`config.mk`:
```
export PLATFORM = sky130hd
export DESIGN_NAME = draw_bullet_flat
export DESIGN_NICKNAME = d
export VERILOG_FILES = /design/src/rtl/draw_bullet_if.sv /design/src/rtl/draw_bullet.sv /design/src/flat_wrapper.sv
export SDC_FILE = /design/constraint.sdc
export NUM_CORES = 1
export LEC_CHECK = 0
export CORE_UTILIZATION = 49
export DETAILED_ROUTE_END_ITERATION = 6
export PLACE_DENSITY = 0.84
export SETUP_SLACK_MARGIN = 0.1
export SLEW_MARGIN = 20
export SYNTH_ARGS = -nofsm -noshare
export SYNTH_HDL_FRONTEND = slang
export SYNTH_SLANG_ARGS = --single-unit
```
`constraint.sdc`:
```
create_clock -name pclk -period 4 [get_ports pclk]
set_input_delay 0.4 -clock pclk [delete_from_list [all_inputs] [get_ports pclk]]
set_output_delay 0.4 -clock pclk [all_outputs]
set_load 0.05 [all_outputs]
```
`src/rtl/draw_bullet_if.sv`:
```
// Video timing bundle passed between pipeline stages: counters, strobes
// and the pixel colour travelling with them.
interface draw_bullet_if;
    logic [10:0] hcount;
    logic [10:0] vcount;
    logic        hsync;
    logic        vsync;
    logic        hblnk;
    logic        vblnk;
    logic [11:0] rgb;

    modport master (output hcount, vcount, hsync, vsync, hblnk, vblnk, rgb);
    modport slave  (input  hcount, vcount, hsync, vsync, hblnk, vblnk, rgb);
endinterface

```
`src/rtl/draw_bullet.sv`:
```
// Bullet overlay stage: launches a bullet from gun_x on a fire edge, moves it
// upward once per frame, detects overlap with target-coloured pixels and
// shows a short explosion before returning to idle. Timing passes through
// with one cycle of latency.
module draw_bullet #(
    parameter int          BULLET_W     = 4,
    parameter int          BULLET_H     = 8,
    parameter int          START_Y      = 560,
    parameter int          SPEED        = 4,
    parameter int          BOOM_FRAMES  = 8,
    parameter logic [11:0] BULLET_COLOR = 12'hFF0,
    parameter logic [11:0] BOOM_COLOR   = 12'hF00,
    parameter logic [11:0] TARGET_COLOR = 12'h0F0
) (
    input  logic                 pclk,
    input  logic                 rst,
    draw_bullet_if.slave         vga_in,
    draw_bullet_if.master        vga_out,
    input  logic                 fire_in,
    input  logic [10:0]          gun_x,
    output logic                 busy,
    output logic                 hit_pulse
);

    localparam int          CNT_W   = (BOOM_FRAMES > 2) ? $clog2(BOOM_FRAMES) : 1;
    localparam logic [10:0] X_MAX   = 11'(800 - BULLET_W);
    localparam logic [10:0] Y_START = 11'(START_Y);
    localparam logic [10:0] Y_STEP  = 11'(SPEED);

    typedef enum logic [1:0] {IDLE, FLY, BOOM} state_t;

    state_t           state;
    logic [10:0]      x;
    logic [10:0]      y;
    logic [CNT_W-1:0] boom_cnt;
    logic             hit_flag;
    logic             vblnk_prev;
    logic             fire_prev;
    logic             fire_armed;

    logic             frame_tick;
    logic             launch;
    logic             blank;
    logic             in_box;
    logic             draw_px;
    logic [11:0]      hc_ext;
    logic [11:0]      vc_ext;

    // Keep the bullet fully on the 800-pixel-wide screen.
    function automatic logic [10:0] clamp_x(input logic [10:0] gx);
        return (gx > X_MAX) ? X_MAX : gx;
    endfunction

    // Frame tick, launch edge and bullet-rectangle hit test for the current pixel.
    always_comb begin
        hc_ext     = {1'b0, vga_in.hcount};
        vc_ext     = {1'b0, vga_in.vcount};
        frame_tick = vga_in.vblnk & ~vblnk_prev;
        launch     = fire_in & ~fire_prev & fire_armed;
        blank      = vga_in.hblnk | vga_in.vblnk;
        in_box     = (hc_ext >= {1'b0, x}) && (hc_ext < ({1'b0, x} + 12'(BULLET_W))) &&
                     (vc_ext >= {1'b0, y}) && (vc_ext < ({1'b0, y} + 12'(BULLET_H)));
        draw_px    = in_box && !blank && (state != IDLE);
    end

    // Edge detectors; fire_armed blocks a launch until fire_in has been seen low,
    // so a level held through reset cannot launch on release.
    always_ff @(posedge pclk or posedge rst) begin
        if (rst) begin
            vblnk_prev <= 1'b0;
            fire_prev  <= 1'b0;
            fire_armed <= 1'b0;
        end else begin
            vblnk_prev <= vga_in.vblnk;
            fire_prev  <= fire_in;
            fire_armed <= fire_armed | ~fire_in;
        end
    end

    // Bullet state machine: position, sticky hit flag, explosion counter and hit strobe.
    always_ff @(posedge pclk or posedge rst) begin
        if (rst) begin
            state     <= IDLE;
            x         <= '0;
            y         <= '0;
            boom_cnt  <= '0;
            hit_flag  <= 1'b0;
            hit_pulse <= 1'b0;
        end else begin
            hit_pulse <= 1'b0;
            case (state)
                IDLE: begin
                    if (launch) begin
                        state    <= FLY;
                        x        <= clamp_x(gun_x);
                        y        <= Y_START;
                        hit_flag <= 1'b0;
                    end
                end
                FLY: begin
                    if (frame_tick) begin
                        if (hit_flag) begin
                            state     <= BOOM;
                            hit_pulse <= 1'b1;
                            boom_cnt  <= CNT_W'(BOOM_FRAMES - 1);
                        end else if (y < Y_STEP) begin
                            state <= IDLE;
                        end else begin
                            y <= y - Y_STEP;
                        end
                    end else if (draw_px && (vga_in.rgb == TARGET_COLOR)) begin
                        hit_flag <= 1'b1;
                    end
                end
                BOOM: begin
                    if (frame_tick) begin
                        if (boom_cnt == '0) begin
                            state <= IDLE;
                        end else begin
                            boom_cnt <= boom_cnt - 1'b1;
                        end
                    end
                end
                default: state <= IDLE;
            endcase
        end
    end

    assign busy = (state != IDLE);

    // One-cycle timing delay with the composed pixel colour.
    always_ff @(posedge pclk or posedge rst) begin
        if (rst) begin
            vga_out.hcount <= '0;
            vga_out.vcount <= '0;
            vga_out.hsync  <= 1'b0;
            vga_out.vsync  <= 1'b0;
            vga_out.hblnk  <= 1'b0;
            vga_out.vblnk  <= 1'b0;
            vga_out.rgb    <= '0;
        end else begin
            vga_out.hcount <= vga_in.hcount;
            vga_out.vcount <= vga_in.vcount;
            vga_out.hsync  <= vga_in.hsync;
            vga_out.vsync  <= vga_in.vsync;
            vga_out.hblnk  <= vga_in.hblnk;
            vga_out.vblnk  <= vga_in.vblnk;
            if (blank) begin
                vga_out.rgb <= 12'h000;
            end else if (draw_px) begin
                vga_out.rgb <= (state == BOOM) ? BOOM_COLOR : BULLET_COLOR;
            end else begin
                vga_out.rgb <= vga_in.rgb;
            end
        end
    end

endmodule

```
`src/flat_wrapper.sv`:
```
// flat-port wrapper written by rule: the top's interface ports become plain ports
module draw_bullet_flat 
#(
    parameter int          BULLET_W     = 4,
    parameter int          BULLET_H     = 8,
    parameter int          START_Y      = 560,
    parameter int          SPEED        = 4,
    parameter int          BOOM_FRAMES  = 8,
    parameter logic [11:0] BULLET_COLOR = 12'hFF0,
    parameter logic [11:0] BOOM_COLOR   = 12'hF00,
    parameter logic [11:0] TARGET_COLOR = 12'h0F0
)
  (pclk, rst, fire_in, gun_x, busy, hit_pulse, vga_in_hcount, vga_in_vcount, vga_in_hsync, vga_in_vsync, vga_in_hblnk, vga_in_vblnk, vga_in_rgb, vga_out_hcount, vga_out_vcount, vga_out_hsync, vga_out_vsync, vga_out_hblnk, vga_out_vblnk, vga_out_rgb);
  draw_bullet_if vga_in_i ();
  draw_bullet_if vga_out_i ();
  input  logic pclk;
  input  logic rst;
  input  logic fire_in;
  input  logic [10:0] gun_x;
  output logic busy;
  output logic hit_pulse;
  input wire logic [$bits(vga_in_i.hcount)-1:0] vga_in_hcount;
  input wire logic [$bits(vga_in_i.vcount)-1:0] vga_in_vcount;
  input wire logic [$bits(vga_in_i.hsync)-1:0] vga_in_hsync;
  input wire logic [$bits(vga_in_i.vsync)-1:0] vga_in_vsync;
  input wire logic [$bits(vga_in_i.hblnk)-1:0] vga_in_hblnk;
  input wire logic [$bits(vga_in_i.vblnk)-1:0] vga_in_vblnk;
  input wire logic [$bits(vga_in_i.rgb)-1:0] vga_in_rgb;
  output wire logic [$bits(vga_out_i.hcount)-1:0] vga_out_hcount;
  output wire logic [$bits(vga_out_i.vcount)-1:0] vga_out_vcount;
  output wire logic [$bits(vga_out_i.hsync)-1:0] vga_out_hsync;
  output wire logic [$bits(vga_out_i.vsync)-1:0] vga_out_vsync;
  output wire logic [$bits(vga_out_i.hblnk)-1:0] vga_out_hblnk;
  output wire logic [$bits(vga_out_i.vblnk)-1:0] vga_out_vblnk;
  output wire logic [$bits(vga_out_i.rgb)-1:0] vga_out_rgb;
  assign vga_in_i.hcount = vga_in_hcount;
  assign vga_in_i.vcount = vga_in_vcount;
  assign vga_in_i.hsync = vga_in_hsync;
  assign vga_in_i.vsync = vga_in_vsync;
  assign vga_in_i.hblnk = vga_in_hblnk;
  assign vga_in_i.vblnk = vga_in_vblnk;
  assign vga_in_i.rgb = vga_in_rgb;
  assign vga_out_hcount = vga_out_i.hcount;
  assign vga_out_vcount = vga_out_i.vcount;
  assign vga_out_hsync = vga_out_i.hsync;
  assign vga_out_vsync = vga_out_i.vsync;
  assign vga_out_hblnk = vga_out_i.hblnk;
  assign vga_out_vblnk = vga_out_i.vblnk;
  assign vga_out_rgb = vga_out_i.rgb;
  draw_bullet #(.BULLET_W(BULLET_W), .BULLET_H(BULLET_H), .START_Y(START_Y), .SPEED(SPEED), .BOOM_FRAMES(BOOM_FRAMES), .BULLET_COLOR(BULLET_COLOR), .BOOM_COLOR(BOOM_COLOR), .TARGET_COLOR(TARGET_COLOR)) u_core (.pclk(pclk), .rst(rst), .vga_in(vga_in_i), .vga_out(vga_out_i), .fire_in(fire_in), .gun_x(gun_x), .busy(busy), .hit_pulse(hit_pulse));
endmodule
```
==> summary.md <==
| Metric | Value |
|---|---|
| Status | `finished, final reports clean` |
| Fin nets | `534` |
| Cell taking the most area after synthesis | `dfrtp_1` |
| CTS tree | `yes` |
| Filler instances | `581` |
| Die X | `88.22 um` |
| GR Overflow Total | `0` |
| Setup bufs post-CTS | `0` |
| Pin count of the biggest net entering global routing | `44` |
| Fin worst setup slack | `0.7639 ns` |
| Max Clock Freq | `309.0 MHz` |
| Power per Cell Area | `563.4 mW/mm2` |
| Syn Inst Count | `339` |
| Min Clock Period, post-route | `3.236 ns` |
| HP Class | `in2reg` |
| Clock Latency Late Sink | `0.34 ns` |
| Num Clock Sinks | `67` |
| Post-synth EDFFs | `0` |
| Initial antenna violation count | `0` |
| Post-placement cell area | `0.004657 mm2` |
| Drt wl/cell | `14.99 um` |
| Synth warn | `0` |
| VDD IR max | `322.0 uV` |
| Synth Cell Area | `0.003642 mm2` |
| Worst Skew | `0.006046 ns` |
| Slew of the pin with the lowest slew margin | `0.8564 ns` |
| CP Max Fanout | `13` |
| Clock Pin Slew Worst Setup and Hold Paths | `0.07 ns` |
| Post-CTS resize count | `0` |
| Final Max Tran Viols | `0` |
| Core Util, Final | `67.45%` |
| Area contributors post-synth | `dfrtp_1 46%, ha_1 15%, xnor2_1 4.1%` |
| Static Leak | `2.100 nW` |
| DR DRC count | `0` |
| Most common cell in the netlist | `dfrtp_1` |
| N_diodes | `0` |
| Critical path required time | `4.26 ns` |
| Max_slew headroom | `42.82%` |
| Critical Path End Type | `flop` |
| Max-cap violations | `0` |
| Commonest cells in the netlist | `67 x dfrtp_1, 44 x ha_1, 28 x inv_1` |
| Layout cells sized above 1 | `6.546%` |
| Tot Pwr | `2.742 mW` |
| #FFs+latches synth | `67` |
| Setup_tns | `0 ns` |
| I/O Buffers | `91` |
| Commonest register cell after synthesis | `dfrtp_1` |
| First-pass GRT wire length | `13750 um` |
| Period Utilization, post-route | `80.90%` |
| Initial core utilization | `50.49%` |
| Core Area | `0.007214 mm2` |
| WS Path Type | `reg2reg` |
| Startpoint types | `flop` |
| Pre-CTS setup slack | `0.7854 ns` |
| GP Congestion | `0.8486` |
| Design Area, Final | `0.004866 mm2` |
| Htree depth | `3` |
| RSZ-0062 raised after global routing | `no` |
| Area Overhead vs Synth | `33.60%` |
| Vias | `2931` |
| DRT antenna net count | `0` |
| Post-Syn Nets | `435` |
| Hpwl dp | `6161 um` |
| Clock buffer count from CTS | `9` |
| Synth cell types | `54` |
| Asr flop ratio synth | `100.0%` |
| Row cnt | `31` |
| IO Count | `92` |
| Via density | `5.408` |
| Mean Syn Cell Area | `10.74 um2` |
| GRT Total Usage | `23.14%` |
| # hold bufs at CTS | `0` |
| CTS max path bufs | `2` |
| Vias in the first global route | `3040` |
| Fin. Hold Viols | `0` |
| Routed wire length | `8122 um` |
| DRT iter0 DRCs | `156` |
| Die ar. | `0.007782 mm2` |
| Sequential share of the synthesized area | `46.03%` |
| Die span in y | `88.22 um` |
| Pre-Repair DR Iteration Count | `4` |
| Clock root buffer | `clkbuf_8` |
| Arr. time, crit path | `3.50 ns` |
| Finish-stage setup viols | `0` |
| Share of the synthesized area in the top cell type | `46.03%` |
[cells in the final DEF, fill, tap and decap left out, types with 2 or more instances in the layout]
cell type	instances
clkdlybuf4s50_1	91
dfrtp_1	67
ha_1	44
inv_1	27
nand2_1	26
o21ai_0	18
xnor2_1	17
nor2_1	16
nand3_1	14
a21oi_1	12
nor3_1	9
clkbuf_8	9
o21a_1	7
nand2b_1	6
nand4_1	5
a21o_1	5
nor2b_1	5
mux2i_1	5
nor3b_1	5
nor4b_1	3
o31ai_1	3
a2bb2oi_1	3
o2111ai_1	2
a311oi_1	2
and3_1	2
a211oi_1	2
nor4_1	2
clkinv_2	2
clkbuf_1	2
bufinv_16	2
buf_4	2
[flip-flops by register name, indices dropped and copies added, names as in the netlist]
signal                 flops
u_core.boom_cnt            3
u_core.fire_armed          1
u_core.fire_prev           1
u_core.hit_flag            1
u_core.hit_pulse           1
u_core.state               2
u_core.vblnk_prev          1
u_core.vga_out.hblnk       1
u_core.vga_out.hcount     11
u_core.vga_out.hsync       1
u_core.vga_out.rgb        12
u_core.vga_out.vcount     11
u_core.vga_out.vsync       1
u_core.x                  11
u_core.y                   9
[layout make-up]
type                    instances  area [um2]  area share, %
clock inverters                 5       77.57          1.594
repair buffers                 93       925.9          19.03
multi-input cells             239        1826          37.52
well taps                      99       123.9          2.546
clock buffers                  11       131.4          2.700
inverters                      28       105.1          2.160
flip-flops and latches         67        1677          34.46
[report_power, final]
group / internal [mW] / switching (mW)
logic: 0.518 / 0.669
registers: 0.808 / 0.141
clock network: 0.349 / 0.257
total: 1.68 / 1.07
[logic make-up (layout without fill, tap and decap cells)]
| group | count (synthesis) | count (layout) | synth area share (%) |
|---|---|---|---|
| AO/OA/AOI/OAI | 67 | 67 | 13.36 |
| XOR/XNOR | 17 | 17 | 4.088 |
| adder cells (fa/ha/maj) | 44 | 44 | 15.12 |
| buffers and inverters | 33 | 137 | 3.847 |
| flip-flops | 67 | 67 | 46.03 |
| multiplexers | 5 | 5 | 1.374 |
| AND/OR/NAND/NOR | 106 | 106 | 16.18 |
[critical path, cell delays in order, from the launching register on]
cell,delay [ns]
dfrtp_1,0.41
inv_1,0.11
nor3_1,0.37
nand3_1,0.18
xnor2_1,0.16
ha_1,0.29
a21o_1,0.21
a2111oi_4,0.36
nand2_1,0.08
o211a_1,0.26
nor4_4,0.27
buf_4,0.25
mux2i_1,0.21
[metrics by stage]
step                      std cells  hold WS [ns]
final                           542        0.4903
after global routing            542        0.4860
after CTS                       542        0.4807
after detailed placement        526        0.4830
after global placement          526        0.4715
after floorplan                 339        0.4314
[final timing paths]
path	end	start	cells after the start	slack, ns
worst max-delay path	u_core.vga_out.rgb[7]$_DFF_PP0_	u_core.x[4]$_DFFE_PP0P_	12	0.76
worst min-delay path	u_core.vga_out.vcount[0]$_DFF_PP0_	vga_in_vcount[0]	1	0.49
worst max register to register	u_core.vga_out.rgb[7]$_DFF_PP0_	u_core.x[4]$_DFFE_PP0P_	12	0.76
worst min register to register	u_core.fire_armed$_DFF_PP0_	u_core.fire_armed$_DFF_PP0_	1	0.51
max in group asynchronous	u_core.y[8]$_DFFE_PP0P_	rst	3	2.57
min in group asynchronous	u_core.vga_out.hsync$_DFF_PP0_	rst	2	0.56
[per-layer routing]
| layer | wire length [um] | track usage [%] |
|---|---|---|
| met3 | 463 | 4.198 |
| met4 | 195 | 10.70 |
| met5 | 0 | 0 |
| met1 | 3678 | 30.45 |
| met2 | 3784 | 37.27 |
Note: power is estimated with default switching activity, not from simulation.
